$ cat config.mk
export PLATFORM = sky130hd
export DESIGN_NAME = or1200_if_fetchq
export DESIGN_NICKNAME = d
export VERILOG_FILES = /design/src/rtl/or1200_if_fetchq.sv
export SDC_FILE = /design/constraint.sdc
export NUM_CORES = 1
export LEC_CHECK = 0
export CAP_MARGIN = 40
export CORE_ASPECT_RATIO = 1.4
export CORE_UTILIZATION = 54
export DETAILED_ROUTE_END_ITERATION = 7
export PLACE_DENSITY_LB_ADDON = 0.25
export SYNTH_ARGS = -nofsm -noshare
export SYNTH_HDL_FRONTEND = slang
export SYNTH_SLANG_ARGS = --single-unit
$ cat constraint.sdc
create_clock -name clk -period 4.42 [get_ports clk]
set_input_delay 0.442 -clock clk [delete_from_list [all_inputs] [get_ports clk]]
set_output_delay 0.442 -clock clk [all_outputs]
set_load 0.02 [all_outputs]
$ cat src/rtl/or1200_if_fetchq.sv
// Instruction-fetch queue between genpc and decode: one bus cycle per accepted
// address, responses buffered in-order as {pc, insn, err} in a small FIFO.
module or1200_if_fetchq #(
  parameter int unsigned DEPTH = 2
) (
  input  logic        clk,
  input  logic        rst,
  input  logic [31:0] genpc_pc,
  input  logic        genpc_valid,
  output logic        genpc_ready,
  input  logic        flush,
  output logic [31:0] icpu_adr_o,
  output logic        icpu_cycstb_o,
  input  logic        icpu_ack_i,
  input  logic        icpu_err_i,
  input  logic [31:0] icpu_dat_i,
  input  logic        id_ready,
  output logic        if_valid,
  output logic [31:0] if_insn,
  output logic [31:0] if_pc,
  output logic        if_err,
  output logic [2:0]  if_count
);

  localparam int unsigned PtrW    = $clog2(DEPTH);
  localparam logic [31:0] NopInsn = 32'h1500_0000;

  typedef enum logic [1:0] {StIdle, StReq, StDrain} state_e;

  state_e            state_q, state_d;
  logic [31:0]       adr_q, adr_d;
  logic              cyc_q, cyc_d;
  logic [PtrW-1:0]   rd_ptr_q, wr_ptr_q;
  logic [2:0]        count_q, count_d;
  logic [31:0]       mem_pc   [DEPTH];
  logic [31:0]       mem_insn [DEPTH];
  logic              mem_err  [DEPTH];

  logic        inflight, pop, resp, room, accept, push;
  logic [3:0]  occ;

  assign inflight = (state_q == StReq);
  assign resp     = icpu_ack_i | icpu_err_i;
  assign pop      = if_valid & id_ready & ~flush;
  // Occupancy including the slot reserved by the live request.
  assign occ      = {1'b0, count_q} + {3'b000, inflight} - {3'b000, pop};
  assign room     = occ < 4'(DEPTH);

  assign genpc_ready = rst & ~flush & room & ((state_q == StIdle) | (inflight & resp));
  assign accept      = genpc_valid & genpc_ready;

  always_comb begin
    state_d = state_q;
    adr_d   = adr_q;
    cyc_d   = cyc_q;
    push    = 1'b0;
    unique case (state_q)
      StIdle: begin
        if (accept) begin
          state_d = StReq;
          adr_d   = genpc_pc & 32'hFFFF_FFFC;
          cyc_d   = 1'b1;
        end
      end
      StReq: begin
        if (flush) begin
          if (resp) begin
            state_d = StIdle;
            cyc_d   = 1'b0;
          end else begin
            state_d = StDrain;
          end
        end else if (resp) begin
          push = 1'b1;
          if (accept) begin
            adr_d = genpc_pc & 32'hFFFF_FFFC;
          end else begin
            state_d = StIdle;
            cyc_d   = 1'b0;
          end
        end
      end
      StDrain: begin
        // The bus cannot abort a cycle; wait it out and discard the data.
        if (resp) begin
          state_d = StIdle;
          cyc_d   = 1'b0;
        end
      end
      default: begin
        state_d = StIdle;
        cyc_d   = 1'b0;
      end
    endcase
  end

  always_ff @(posedge clk or negedge rst) begin
    if (!rst) begin
      state_q <= StIdle;
      adr_q   <= 32'h0;
      cyc_q   <= 1'b0;
    end else begin
      state_q <= state_d;
      adr_q   <= adr_d;
      cyc_q   <= cyc_d;
    end
  end

  assign count_d = flush ? 3'd0 : (count_q + 3'(push) - 3'(pop));

  always_ff @(posedge clk or negedge rst) begin
    if (!rst) begin
      count_q  <= 3'd0;
      rd_ptr_q <= '0;
      wr_ptr_q <= '0;
      for (int i = 0; i < int'(DEPTH); i++) begin
        mem_pc[i]   <= 32'h0;
        mem_insn[i] <= 32'h0;
        mem_err[i]  <= 1'b0;
      end
    end else begin
      count_q <= count_d;
      if (flush) begin
        rd_ptr_q <= '0;
        wr_ptr_q <= '0;
      end else begin
        if (push) begin
          mem_pc[wr_ptr_q]   <= adr_q;
          mem_insn[wr_ptr_q] <= icpu_err_i ? NopInsn : icpu_dat_i;
          mem_err[wr_ptr_q]  <= icpu_err_i;
          wr_ptr_q           <= wr_ptr_q + PtrW'(1);
        end
        if (pop) begin
          rd_ptr_q <= rd_ptr_q + PtrW'(1);
        end
      end
    end
  end

  assign icpu_adr_o    = adr_q;
  assign icpu_cycstb_o = cyc_q;
  assign if_valid      = (count_q != 3'd0);
  assign if_insn       = mem_insn[rd_ptr_q];
  assign if_pc         = mem_pc[rd_ptr_q];
  assign if_err        = mem_err[rd_ptr_q];
  assign if_count      = count_q;

endmodule

==> impl_metrics.yaml <==
outcome:
  status: "completed"
global_routing:
  grt_pass1_wl_microns: 26600
  grt.total_usage_pct: 24.2
  antenna_found_initial: 0
  grt_max_degree: 76
  grt_pass1_vias: 5264
  grt-ovfl-total: 0
timing:
  setup_violations: 0
  post-route-period-util_pct: 90.0
  fmax_mhz: 251
  final-hold-violation-count: 0
  max-slew-margin-rel_pct: 47.4
  drv_slew: 0
  finalCriticalPeriod_ns: 3.98
  fin_skew_ns: 0.0111
  rsz0062_at_grt: "false"
  tightest_slew_ns: 0.789
  fin_setup_tns_ns: 0
clock_tree:
  cts_buffers: 17
  clk_latency_ns: 0.42
  cts_root_buf: "clkbuf_16"
  hold_buffers: 0
  htree_levels: 4
  cts_sinks: 164
  cts_setup_buffers: 0
  cts.clk_slew.worst_paths_ns: 0.07
  cts_resized: 0
  cts_tree: "yes"
  cts_buffer_depth: 2
setup_path:
  ff2ff_setup_slack_ns: 0.72
  arrival_ns: 3.54
  crit_type: "reg2out"
  ff2ff_path_depth: 11
  worstPathMaxFanout: 6
  crit_required_ns: 3.98
  critPathCaptureType: "output pin"
  start_kind: "flip-flop"
synth:
  syn_area_sq_um: 7500
  synth_cell_types: 34
  synth.area.mux_share_pct: 26.5
  synth_common_cells: "dfrtp_1 (164), mux2_2 (89), nand2_1 (69), mux2_4 (61), o21ai_0 (36)"
  synth.area.top_cells: "dfrtp_1 (55%), mux2_2 (13%), mux2_4 (12%)"
  yosys.area_share.adder_pct: 1.03
  yosys.area_share.simple_pct: 8.14
  synth_edf_count: 0
  syn_avg_cell_area_sq_um: 13.0
  yosys_warnings: 0
  synth_top_family_by_area: "multiplexers"
  async_flop_share_pct: 100
  synth_area_leader_cell: "dfrtp_1"
  ys_ff_latch: 164
  syn_inst: 577
  synth_compound_area_share_pct: 5.27
  synth_flop_cell: "dfrtp_1"
  yosysMostFrequentCell: "dfrtp_1"
  synth-xor-area-share_pct: 0.818
  synth_top_area_share_pct: 54.7
  seq_area_frac_synth_pct: 54.7
place:
  gp_congestion: 0.748
  portBuffers: 167
  dp_cells: 898
  dp_hpwl_microns: 10800
route:
  final_antenna_net_count: 0
  drt_iter0_markers: 149
  viasPerCell: 5.26
  vias: 4889
  first_pass_iters: 4
  remaining_drc_errors: 0
  avgRoutedWirePerCell_microns: 17.4
  routed_wl_microns: 16200
floorplan:
  std_cell_rows: 50
  die_area_sq_um: 14400
  dieHeight_microns: 141
  start_util_pct: 55.7
  core_area_sq_um: 13500
  die_w_microns: 102
  ios: 174
power_and_ir_drop:
  sequentialPowerShare_pct: 34.5
  switching_share_pct: 33.5
  power_density_nw_per_um2: 716
  p_switching_w: 0.00239
  leakage_nw: 4.61
  p_int_w: 0.00475
  pwr-share-comb_pct: 43.5
  ir_drop_mv: 0.467
  clkPwrFrac_pct: 22.0
layout:
  fillCellCount: 910
  nets: 811
  final_cells: 929
  areaGrowthSynthToFinish_pct: 32.8
  ff_latch_area_sq_um: 4110
  multiInputGateArea_sq_um: 3160
  drive_above_1_share_pct: 26.8
  antennaDiodeCount: 0
min_path:
  worstHoldPathType: "in2async"
job:
  maxCapViolCount: 0
## power by group through the flow
stage / Combinational [W] / Clock, W / Sequential, W
floorplan: 0.00177 / 0 / 0.00250
global placement: 0.00304 / 0 / 0.00242
detailed placement: 0.00312 / 0 / 0.00248
CTS: 0.00314 / 0.00159 / 0.00246
global route: 0.00330 / 0.00167 / 0.00254
finish: 0.00311 / 0.00157 / 0.00246
## critical path, stage by stage (launching register included)
cell and delay, ns:
dfrtp_1 0.46, or3_1 0.17, nand2_1 0.13, or3_1 0.40, a21boi_0 0.23, fa_1 0.46
nor4b_2 0.27, nand2_1 0.15, nor3_1 0.21, clkdlybuf4s50_1 0.64
## metrics by stage
step	hold WS, ns	cell area, sq um	power (W)	util, %	setup slack, ns
floorplan	0.146	7510	0.00426	-	1.09
global placement	0.458	9260	0.00546	68.8	0.513
detailed placement	0.467	9330	0.00560	69.4	0.368
CTS	0.0488	9960	0.00720	74.0	0.399
global route	0.0773	9960	0.00751	74.0	0.206
finish	0.00721	9960	0.00714	74.0	0.441
## registers in the layout, summed over array words and instances (netlist names)
register       flops
mem_pc            60
if_count           3
icpu_adr_o        30
icpu_cycstb_o      1
mem_insn          64
rd_ptr_q           1
wr_ptr_q           1
state_q            2
mem_err            2
## final timing paths
check	from	end
setup / recovery	if_count[2]	genpc_ready
hold / removal	rst	if_count[2]
setup reg to reg	if_count[2]	icpu_adr_o[15]
hold reg to reg	mem_insn[48]	mem_insn[48]
max in group asynchronous	rst	mem_insn[33]
min in group clk	mem_insn[48]	mem_insn[48]
## layer usage
| metal | share of wire (%) | global-route usage (%) | vias up |
|---|---|---|---|
| met4 | 1.6 | 8.16 | 0 |
| met2 | 52 | 41.8 | 138 |
| met1 | 41 | 28.8 | 2434 |
| met3 | 5.6 | 6.70 | 20 |
| met5 | 0 | 0 | - |
| li1 | - | - | 2297 |
## kinds of logic (layout without fill, tap and decap cells)
family | count (synthesis) | count (layout)
and+or+nand+nor | 125 | 125
adders and majority gates | 5 | 5
buffers and inverters | 43 | 210
muxes | 156 | 156
AOI/OAI and AO/OA | 76 | 76
DFF | 164 | 164
other | 1 | 4
xor gates and xnor gates | 7 | 7
## final cells by class
type                    instances  share of cell area, %
flip-flops and latches        164                   41.2
multi-input cells             373                   31.8
well taps                     182                   2.29
repair buffers                177                   18.3
inverters                       2                 0.0754
clock buffers                  20                   4.59
clock inverters                11                   1.73
## cell usage in the layout (no fill, tap or decap), types with 3 or more instances in the layout
cell type,synthesis,final
clkdlybuf4s50_1,0,166
dfrtp_1,164,163
mux2_2,89,89
nand2_1,69,69
mux2_4,61,61
o21ai_0,36,36
o21ai_1,32,32
nand2b_1,30,30
clkbuf_16,0,17
nor2_1,9,9
xnor2_1,5,5
mux2_1,5,5
buf_4,4,5
conb_1,1,4
bufinv_16,0,4
nor2b_1,3,3
a21oi_1,3,3
nor3_1,3,3
ha_1,3,3
inv_6,0,3
buf_12,0,3
Note: power is estimated with default switching activity, not from simulation.
